## config.mk

```make
export PLATFORM = sky130hd
export DESIGN_NAME = ps2_key_ctrl
export DESIGN_NICKNAME = d
export VERILOG_FILES = /design/src/rtl/ps2_key_ctrl_pkg.sv /design/src/rtl/ps2_key_ctrl_rx.sv /design/src/rtl/ps2_key_ctrl.sv
export SDC_FILE = /design/constraint.sdc
export NUM_CORES = 1
export LEC_CHECK = 0
export ABC_AREA = 1
export ABC_CLOCK_PERIOD_IN_PS = 8600
export CORE_UTILIZATION = 45
export DETAILED_ROUTE_END_ITERATION = 12
export HOLD_SLACK_MARGIN = 0.08
export SYNTH_ARGS = -nofsm -noshare
export SYNTH_HDL_FRONTEND = slang
export SYNTH_SLANG_ARGS = --single-unit
```

## constraint.sdc

```tcl
create_clock -name CLK -period 8.6 [get_ports CLK]
set_input_delay 2.58 -clock CLK [delete_from_list [all_inputs] [get_ports CLK]]
set_output_delay 2.58 -clock CLK [all_outputs]
set_load 0.005 [all_outputs]
```

## src/rtl/ps2_key_ctrl_pkg.sv

```systemverilog
// ps2_pkg: scan codes and receive-FSM state type shared by the PS/2 keyboard path
package ps2_pkg;
  localparam logic [7:0] SC_E0    = 8'hE0;
  localparam logic [7:0] SC_F0    = 8'hF0;
  localparam logic [7:0] SC_UP    = 8'h75;
  localparam logic [7:0] SC_DOWN  = 8'h72;
  localparam logic [7:0] SC_LEFT  = 8'h6B;
  localparam logic [7:0] SC_RIGHT = 8'h74;
  localparam logic [7:0] SC_COL1  = 8'h16;
  localparam logic [7:0] SC_COL2  = 8'h1E;
  localparam logic [7:0] SC_COL3  = 8'h26;
  localparam logic [7:0] SC_ENTER = 8'h5A;
  typedef enum logic [1:0] {S_IDLE, S_DATA, S_PARITY, S_STOP} rx_state_t;
endpackage

```

## src/rtl/ps2_key_ctrl_rx.sv

```systemverilog
// ps2_rx: synchronises and deglitches PS/2 lines, frames bytes, flags parity/stop/timeout errors
module ps2_rx
  import ps2_pkg::*;
#(
  parameter int FILTER_LEN  = 4,
  parameter int TIMEOUT_CYC = 50000
) (
  input  logic       CLK,
  input  logic       reset,
  input  logic       PS2_CLK,
  input  logic       PS2_DATA,
  output logic       rx_valid,
  output logic [7:0] rx_byte,
  output logic       rx_err
);
  localparam int FW = $clog2(FILTER_LEN) + 1;
  localparam int TW = $clog2(TIMEOUT_CYC) + 1;
  logic [1:0]    r_clk_sync, r_dat_sync;
  logic          r_filt, r_filt_d;
  logic [FW-1:0] r_fcnt;
  rx_state_t     r_state, w_state_n;
  logic [2:0]    r_cnt, w_cnt_n;
  logic [7:0]    r_shift, w_shift_n;
  logic          r_par, w_par_n;
  logic [TW-1:0] r_tcnt, w_tcnt_n;
  logic          w_fall, w_bit, w_good;
  assign w_fall  = r_filt_d & ~r_filt;
  assign w_bit   = r_dat_sync[1];
  assign w_good  = w_bit & (^{r_shift, r_par});
  assign rx_byte = r_shift;
  // two-flop synchronisers; lines idle high
  always_ff @(posedge CLK or posedge reset)
    if (reset) begin
      r_clk_sync <= 2'b11;
      r_dat_sync <= 2'b11;
    end else begin
      r_clk_sync <= {r_clk_sync[0], PS2_CLK};
      r_dat_sync <= {r_dat_sync[0], PS2_DATA};
    end
  // filtered clock follows the synced clock only after FILTER_LEN equal samples
  always_ff @(posedge CLK or posedge reset)
    if (reset) begin
      r_filt   <= 1'b1;
      r_filt_d <= 1'b1;
      r_fcnt   <= '0;
    end else begin
      r_filt_d <= r_filt;
      if (r_clk_sync[1] == r_filt) r_fcnt <= '0;
      else if (r_fcnt == FW'(FILTER_LEN - 1)) begin
        r_filt <= r_clk_sync[1];
        r_fcnt <= '0;
      end else r_fcnt <= r_fcnt + 1'b1;
    end
  // frame state register
  always_ff @(posedge CLK or posedge reset)
    if (reset) begin
      r_state <= S_IDLE;
      r_cnt   <= '0;
      r_shift <= '0;
      r_par   <= 1'b0;
      r_tcnt  <= '0;
    end else begin
      r_state <= w_state_n;
      r_cnt   <= w_cnt_n;
      r_shift <= w_shift_n;
      r_par   <= w_par_n;
      r_tcnt  <= w_tcnt_n;
    end
  // frame next-state: bit sampling on filtered falls, stop-bit check, inter-bit timeout
  always_comb begin
    w_state_n = r_state;
    w_cnt_n   = r_cnt;
    w_shift_n = r_shift;
    w_par_n   = r_par;
    w_tcnt_n  = (r_state == S_IDLE || w_fall) ? '0 : r_tcnt + 1'b1;
    rx_valid  = 1'b0;
    rx_err    = 1'b0;
    if (r_state != S_IDLE && !w_fall && r_tcnt == TW'(TIMEOUT_CYC - 1)) begin
      w_state_n = S_IDLE;
      w_tcnt_n  = '0;
      rx_err    = 1'b1;
    end else if (w_fall) begin
      case (r_state)
        S_IDLE: if (!w_bit) begin
          w_state_n = S_DATA;
          w_cnt_n   = '0;
        end
        S_DATA: begin
          w_shift_n = {w_bit, r_shift[7:1]};
          w_cnt_n   = r_cnt + 1'b1;
          w_state_n = (r_cnt == 3'd7) ? S_PARITY : S_DATA;
        end
        S_PARITY: begin
          w_par_n   = w_bit;
          w_state_n = S_STOP;
        end
        default: begin
          rx_valid  = w_good;
          rx_err    = ~w_good;
          w_state_n = S_IDLE;
        end
      endcase
    end
  end
endmodule

```

## src/rtl/ps2_key_ctrl.sv

```systemverilog
// ps2_key_ctrl: PS/2 key events with E0/F0 prefixes driving a bounded ball and a two-stage colour
module ps2_key_ctrl
  import ps2_pkg::*;
#(
  parameter int COORD_W     = 11,
  parameter int X_MAX       = 640,
  parameter int Y_MAX       = 480,
  parameter int STEP        = 5,
  parameter int MARGIN      = 5,
  parameter int RSCALE      = 5,
  parameter int FILTER_LEN  = 4,
  parameter int TIMEOUT_CYC = 50000
) (
  input  logic               CLK,
  input  logic               reset,
  input  logic               PS2_CLK,
  input  logic               PS2_DATA,
  input  logic [2:0]         radius,
  output logic [COORD_W-1:0] ball_x,
  output logic [COORD_W-1:0] ball_y,
  output logic [1:0]         color,
  output logic               code_valid,
  output logic [7:0]         code,
  output logic               code_break,
  output logic               code_ext,
  output logic               frame_err
);
  localparam int SW = COORD_W + 2;
  localparam logic signed [SW-1:0] L_STEP   = SW'(STEP);
  localparam logic signed [SW-1:0] L_MARGIN = SW'(MARGIN);
  localparam logic signed [SW-1:0] L_XLIM   = SW'(X_MAX - MARGIN);
  localparam logic signed [SW-1:0] L_YLIM   = SW'(Y_MAX - MARGIN);
  logic                      w_rx_valid, w_rx_err;
  logic [7:0]                w_rx_byte;
  logic                      r_ext, r_brk;
  logic                      r_valid, r_err, r_code_brk, r_code_ext;
  logic [7:0]                r_code;
  logic [COORD_W-1:0]        r_x, r_y;
  logic [1:0]                r_pend, r_color;
  logic signed [SW-1:0]      w_x, w_y, w_r;
  logic                      w_act, w_up_ok, w_dn_ok, w_lf_ok, w_rt_ok;
  ps2_rx #(
    .FILTER_LEN (FILTER_LEN),
    .TIMEOUT_CYC(TIMEOUT_CYC)
  ) u_rx (
    .CLK     (CLK),
    .reset   (reset),
    .PS2_CLK (PS2_CLK),
    .PS2_DATA(PS2_DATA),
    .rx_valid(w_rx_valid),
    .rx_byte (w_rx_byte),
    .rx_err  (w_rx_err)
  );
  // prefix tracking and one-cycle event / error strobes
  always_ff @(posedge CLK or posedge reset)
    if (reset) begin
      r_ext      <= 1'b0;
      r_brk      <= 1'b0;
      r_valid    <= 1'b0;
      r_err      <= 1'b0;
      r_code     <= '0;
      r_code_brk <= 1'b0;
      r_code_ext <= 1'b0;
    end else begin
      r_valid <= 1'b0;
      r_err   <= 1'b0;
      if (w_rx_err) begin
        r_err <= 1'b1;
        r_ext <= 1'b0;
        r_brk <= 1'b0;
      end else if (w_rx_valid) begin
        if (w_rx_byte == SC_E0) r_ext <= 1'b1;
        else if (w_rx_byte == SC_F0) r_brk <= 1'b1;
        else begin
          r_valid    <= 1'b1;
          r_code     <= w_rx_byte;
          r_code_brk <= r_brk;
          r_code_ext <= r_ext;
          r_ext      <= 1'b0;
          r_brk      <= 1'b0;
        end
      end
    end
  assign w_act   = r_valid & r_code_brk;
  assign w_x     = $signed(SW'(r_x));
  assign w_y     = $signed(SW'(r_y));
  assign w_r     = $signed(SW'(radius) * SW'(RSCALE));
  assign w_up_ok = (w_y - w_r - L_STEP) >= L_MARGIN;
  assign w_dn_ok = (w_y + w_r + L_STEP) <= L_YLIM;
  assign w_lf_ok = (w_x - w_r - L_STEP) >= L_MARGIN;
  assign w_rt_ok = (w_x + w_r + L_STEP) <= L_XLIM;
  // arrow releases move the ball only when the whole step stays inside the margins
  always_ff @(posedge CLK or posedge reset)
    if (reset) begin
      r_x <= COORD_W'(X_MAX / 2);
      r_y <= COORD_W'(Y_MAX / 2);
    end else if (w_act) begin
      if (r_code == SC_UP && w_up_ok) r_y <= r_y - COORD_W'(STEP);
      if (r_code == SC_DOWN && w_dn_ok) r_y <= r_y + COORD_W'(STEP);
      if (r_code == SC_LEFT && w_lf_ok) r_x <= r_x - COORD_W'(STEP);
      if (r_code == SC_RIGHT && w_rt_ok) r_x <= r_x + COORD_W'(STEP);
    end
  // number releases choose a pending colour; Enter release commits it
  always_ff @(posedge CLK or posedge reset)
    if (reset) begin
      r_pend  <= 2'd1;
      r_color <= 2'd1;
    end else if (w_act) begin
      r_pend  <= (r_code == SC_COL1) ? 2'd1 :
                 (r_code == SC_COL2) ? 2'd2 :
                 (r_code == SC_COL3) ? 2'd3 : r_pend;
      r_color <= (r_code == SC_ENTER) ? r_pend : r_color;
    end
  assign ball_x     = r_x;
  assign ball_y     = r_y;
  assign color      = r_color;
  assign code_valid = r_valid;
  assign code       = r_code;
  assign code_break = r_code_brk;
  assign code_ext   = r_code_ext;
  assign frame_err  = r_err;
endmodule

```

==> results of run 1 <==
==> final timing paths <==
kind,from,end,slack (ps),cells past startpoint
max reg2reg,ball_x[0],ball_x[8],4070,24
min,u_rx.r_dat_sync[0],u_rx.r_dat_sync[1],360,0
max in group asynchronous,reset,ball_y[10],5100,3
max,radius[0],ball_x[8],1360,25
min in group asynchronous,reset,u_rx.r_tcnt[12],2880,3
min reg2reg,u_rx.r_dat_sync[0],u_rx.r_dat_sync[1],360,0
==> synthesized netlist by cell type (all sizes together) <==
| cell | instances |
|---|---|
| a211oi | 1 |
| a21boi | 1 |
| a21oi | 47 |
| a22oi | 1 |
| a31oi | 2 |
| a41oi | 1 |
| and2 | 1 |
| and3 | 2 |
| buf | 5 |
| clkbuf | 3 |
| clkinv | 1 |
| dfrtp | 66 |
| dfstp | 14 |
| fa | 6 |
| ha | 61 |
| inv | 140 |
| mux2 | 2 |
| nand2 | 299 |
| nand3 | 97 |
| nand3b | 9 |
| nand4 | 28 |
| nor2 | 86 |
| nor3 | 22 |
| nor3b | 2 |
| nor4 | 9 |
| o2111ai | 2 |
| o211ai | 2 |
| o21a | 3 |
| o21ai | 46 |
| o21bai | 1 |
| o31ai | 2 |
| or2 | 3 |
| or3 | 1 |
| xnor2 | 9 |
| xor2 | 24 |
==> area by class of cell <==
class	instances	share of cell area, %
clock buffers	11	3.11
clock inverters	5	1.04
inverters	141	6.80
multi-input cells	770	54.7
flip-flops and latches	80	25.9
well taps	184	2.95
repair buffers	43	5.49
==> kinds of logic (layout without fill, tap and decap cells) <==
logic type,after synthesis,after routing,synth area share (%)
muxes,2,2,0.328
xor gates and xnor gates,33,33,4.21
buffers and inverters,149,200,8.45
AOI/OAI and AO/OA,109,109,8.65
and+or+nand+nor,559,559,36.1
DFF,80,80,29.4
adders and majority gates,67,67,12.9
==> worst reg2reg max path: stages (launching register included) <==
cell and delay [ps]:
dfrtp_1 460, inv_1 220, ha_1 190, inv_1 50, ha_1 240, fa_1 480, nand3_1 120, nand2_1 100
or2_2 320, nand4_1 100, o211ai_1 80, nand2_1 90, inv_1 50, nor3_1 210, inv_1 230, ha_1 400
a21oi_1 190, o21ai_0 120, a21oi_1 230, nor2_1 60, o21ai_0 150, nand2_1 80, xor2_1 130, nand3_1 90
nand2_1 100
==> power groups by stage <==
| stage | clock (mW) | combinational (mW) | sequential, mW |
|---|---|---|---|
| floorplan | 0 | 0.215 | 0.447 |
| global placement | 0 | 0.268 | 0.454 |
| detailed placement | 0 | 0.269 | 0.454 |
| CTS | 0.425 | 0.270 | 0.448 |
| global route | 0.438 | 0.313 | 0.454 |
| finish | 0.413 | 0.265 | 0.448 |
==> layer usage <==
| metal | part of all wire, % | GRT usage (%) |
|---|---|---|
| met1 | 49 | 28.2 |
| met2 | 46 | 35.9 |
| met3 | 3.0 | 2.70 |
| met4 | 2.4 | 8.25 |
| met5 | 0 | 0 |
==> through the flow <==
stage | area, sq um | std cells | hold slack, ps | utilization, % | power (mW)
after detailed placement | 7480 | 1218 | 348 | 50.9 | 0.723
after global routing | 7800 | 1234 | 363 | 53.1 | 1.21
after global placement | 7480 | 1218 | 345 | 50.9 | 0.722
after floorplan | 6870 | 999 | 345 | - | 0.662
final | 7800 | 1234 | 356 | 53.1 | 1.13
after CTS | 7800 | 1234 | 357 | 53.1 | 1.14
==> sequential cells by signal, summed over array words and instances (netlist names), 3 cells and up <==
name          count
u_rx.rx_byte      8
ball_x           11
u_rx.r_cnt        3
u_rx.r_fcnt       3
ball_y           11
code              8
u_rx.r_tcnt      17
==> qor.yml, run 1 <==
grt.total_usage_pct: 21.5
powerDensity_nw_per_um2: 144
crit_top_cell: "ha_1"
power_frac_comb_pct: 23.5
finalCritPeriodShare_pct: 84.2
clkSinkCount: 80
setup_viol: 0
cts_tree: "done"
slew_headroom_pct: 34.6
yosys.area.top_type_share_pct: 24.0
critical-path-top-delay-family: "adder cells"
clk_pin_slew_ps: 60
ir_drop_mv: 0.127
fin_ws_ps: 1360
clock_power_share_pct: 36.7
layout-drive-gt1-share_pct: 5.81
die_w_um: 126
dp_slack_ps: 1030
yosysUniqueCellTypes: 46
cts-buffers-inserted: 9
ant_nets: 0
cpPeakStageDelay_ps: 470
cts_post_setup_buffers_inserted: 0
violations: "DRC"
vias: 6327
synth_top_cell_by_area: "dfrtp_1"
clk_latency_ps: 340
synth_area_per_cell_sq_um: 6.87
status: "finished, violations left"
hp-class: "reg -> reg"
worst_ep_required_time_ps: 8880
ys_seq_area_share_pct: 29.4
ys.warnings.count: 0
cp-end-kind: "register"
fmax_mhz: 138
die_h_um: 126
swShare_pct: 31.1
grt.overflow.total: 0
drc_errors: 3
h-tree-depth: 3
n_fill_cell: 1485
p_seq_share_pct: 39.8
crit_fanout: 9
syn-num-nets: 1073
syn_inst: 999
regArea_sq_um: 2020
routed_wirelength_mm: 15.9
num_antenna_cells: 0
drv_cap: 0
maxSlewViolCount: 0
grt_pass1_wl_mm: 27.7
row_count: 44
dieArea_sq_um: 15800
hold_viol: 0
wire_per_inst_um: 12.9
cts-root-buf: "clkbuf_16"
crit_buf_inv: 3
core_area_sq_um: 14700
netSwitchingPower_mw: 0.350
tns_ps: 0
start_kind: "primary input"
final_common_cell: "nand2_1"
rsz0062_at_grt: "false"
fin_nets: 1119
ys_ff_latch: 80
worst_pin_slew_ps: 981
worst-setup-path-type: "in -> reg"
num_io_pins: 43
p_leak_nw: 4.01
min_period_ps: 7240
intPower_mw: 0.776
grt_max_degree: 81
portBuffers: 42
gp_congestion: 0.891
grt_pass1_vias: 6027
area_growth_pct: 13.6
grt_antenna_before_repair: 0
skew_ps: 8.15
slowest_stage: "clkdlybuf4s50_1"
via_per_inst: 5.13
cts_resized: 0
arrival_ps: 7520
dp_hpwl_mm: 12.6
drt_iter0_markers: 341
syn_area_sq_um: 6870
holdBufCountCts: 0
final_cell_mix: "nand2_1 (286), inv_1 (135), nand3_1 (94), nor2_1 (85), dfrtp_1 (66)"
synth.area.top_cells: "dfrtp_1 (24%), nand2_1 (16%), ha_1 (11%)"
multi_input_area_sq_um: 4270
start_util_pct: 46.7
firstDrtPassIters: 11
clockBufferDepth: 2
Note: power is estimated with default switching activity, not from simulation.
==> run 2: changes to the inputs <==
- ABC_CLOCK_PERIOD_IN_PS: 8600 -> 6100
- PLACE_DENSITY: default -> 0.66
- clock period: 8.6 -> 6.1 ns (I/O delays scaled with it)
==> run 2 against run 1 <==
  * Power up 43%
  * Sequential share of layout area down 2.1 points
  * Clock skew about the same
  * Via count up 6.1%
  * Largest power group unchanged
  * Global-route usage up 0.59 points
  * Largest cell class unchanged
  * Critical path type unchanged
  * Setup slack worse by 1100 ps
  * Sequential power up 42%
  * The run still ends with DRC left
==> qor.yml, run 2 (synthesis gave the netlist of run 1 again) <==
fmax_mhz: 172
grt_pass1_wl_mm: 28.4  # +2.4%
worst_ep_required_time_ps: 6330  # -2550 ps
final_common_cell: "nand2_1"
slew_headroom_pct: 38.9  # +4.3 points
clk_latency_ps: 340  # about the same
firstDrtPassIters: 9  # -2
cts-buffers-inserted: 9  # unchanged
die_h_um: 126  # unchanged
start_kind: "primary input"
grt_max_degree: 53  # -35%
violations: "DRC"
num_antenna_cells: 0  # unchanged
core_area_sq_um: 14700  # unchanged
finalInstanceArea_sq_um: 8490  # +8.8%
powerDensity_nw_per_um2: 189  # +31%
dieArea_sq_um: 15800  # unchanged
cts_post_setup_buffers_inserted: 0  # unchanged
clk_pin_slew_ps: 60  # about the same
grt_pass1_vias: 6292  # +4.4%
maxSlewViolCount: 0  # unchanged
routed_wirelength_mm: 17.0  # +6.7%
portBuffers: 42  # unchanged
worst-setup-path-type: "in -> reg"
largest_reg_flops: 17  # unchanged
dp_hpwl_mm: 13.1  # +4.7%
start_util_pct: 46.7  # unchanged
place_area_sq_um: 8080  # +8.0%
layout-drive-gt1-share_pct: 14.2  # +8.4 points
fin_nets: 1199  # +7.1%
num_io_pins: 43  # unchanged
hold_viol: 0  # unchanged
clockBufferDepth: 2  # unchanged
arrival_ps: 6050  # -1470 ps
die_w_um: 126  # unchanged
grt.overflow.total: 0  # unchanged
ir_drop_mv: 0.249  # +96%
wire_per_inst_um: 12.9  # +0.23%
row_count: 44  # unchanged
min_period_ps: 5820
total_power_mw: 1.61  # +43%
drv_cap: 0  # unchanged
status: "finished, violations left"
h-tree-depth: 3  # unchanged
drt_iter0_markers: 374  # +9.7%
final_cell_mix: "nand2_1 (284), inv_1 (134), nand3_1 (94), nor2_1 (81), buf_4 (81)"
hp-class: "reg -> reg"
finalCritPeriodShare_pct: 95.5
skew_ps: 8.48  # +0.330 ps
vias: 6714  # +6.1%
worst_pin_slew_ps: 916  # -65.1 ps
ant_nets: 0  # unchanged
regMostFlops: "u_rx.r_tcnt"
area_growth_pct: 23.6
crit_fanout: 6  # -3
grt.total_usage_pct: 22.0  # +0.59 points
clkSinkCount: 80  # unchanged
grt_antenna_before_repair: 0  # unchanged
gp_congestion: 0.895  # +0.38%
setup_viol: 0  # unchanged
cts_tree: "done"
cp-end-kind: "register"
n_fill_cell: 1389  # -6.5%
cts-root-buf: "clkbuf_16"
holdBufCountCts: 0  # unchanged
via_per_inst: 5.11  # -0.34%
p_leak_nw: 4.42  # +10%
drc_errors: 5  # +2
-- run 2: cell count changes in the layout (fill, tap and decap cells not counted), moves of 2 or more --
cell      before  now
ha_1          61   58
buf_4          1   81
nor3_1        20   18
a21oi_1       46   37
clkbuf_1       1    3
o21ai_1        9   11
o21ai_0       36   33
nand2_1      286  284
nor2_2         1    5
ha_4           0    3
nor2_1        85   81
nor3_2         2    4
a21oi_2        1   10
-- run 2: layer usage --
metal  GRT usage (%)  vias up  wire [um]
met5               0        -          0
met4            7.96        0        326
met3            1.97       23        472
met2            39.0      112       8110
met1            28.0     3051       8080
li1                -     3528          -
-- run 2: worst paths after layout --
path                                    start                 end  slack (ps)  cells after the start
max                                 radius[0]           ball_x[7]         280                     25
min                        u_rx.r_clk_sync[0]  u_rx.r_clk_sync[1]         350                      0
max reg2reg                         ball_x[1]           ball_x[7]        2050                     23
min reg2reg                u_rx.r_clk_sync[0]  u_rx.r_clk_sync[1]         350                      0
max in group asynchronous               reset         u_rx.r_filt        3170                      3
min in group asynchronous               reset          ball_x[10]        1990                      2
-- run 2: layout make-up --
type	instances	area (sq um)	share of cell area [%]
multi-input cells	770	4370	51.5
flip-flops and latches	80	2020	23.8
repair buffers	123	1030	12.1
inverters	141	531	6.25
well taps	184	230	2.71
clock buffers	12	236	2.79
clock inverters	4	70.1	0.825
-- run 2: metrics by stage --
| stage | util, % | setup slack [ps] | hold slack, ps | TNS, ps | instances |
|---|---|---|---|---|---|
| floorplan | - | 316 | 345 | 0 | 999 |
| global placement | 54.9 | -182 | 346 | -789 | 1298 |
| detailed placement | 54.9 | -283 | 347 | -1810 | 1298 |
| CTS | 57.0 | 5.82 | 356 | 0 | 1314 |
| global route | 57.7 | -1.99 | 357 | -1.99 | 1314 |
| finish | 57.7 | 276 | 354 | 0 | 1314 |
-- run 2: power breakdown --
part / total [mW] / switching [mW] / internal, mW / leakage (nW)
combinational: 0.401 / 0.246 / 0.155 / 3.22
clock: 0.568 / 0.211 / 0.358 / 0.151
sequential: 0.636 / 0.0467 / 0.589 / 1.05
-- run 2: repair_timing --
action,CTS,global route
cloned,0,0
endpoints found under the setup margin,1,13
gates resized for setup,1,27
-- run 2: worst max-delay path, stage by stage --
cell and delay (ps):
clkdlybuf4s50_1 430, ha_1 220, ha_1 190, ha_1 320, ha_1 340, ha_4 280, a21oi_2 140, nand2_1 80
or2_2 280, nand4_1 100, o211ai_1 90, nand2_1 90, inv_1 50, nor3_2 160, inv_2 110, ha_1 350
a21oi_1 160, o21ai_0 150, a21oi_2 150, nor2_1 50, o21ai_0 130, nand2_1 80, xor2_1 140, nand3_1 70
nand2_1 50
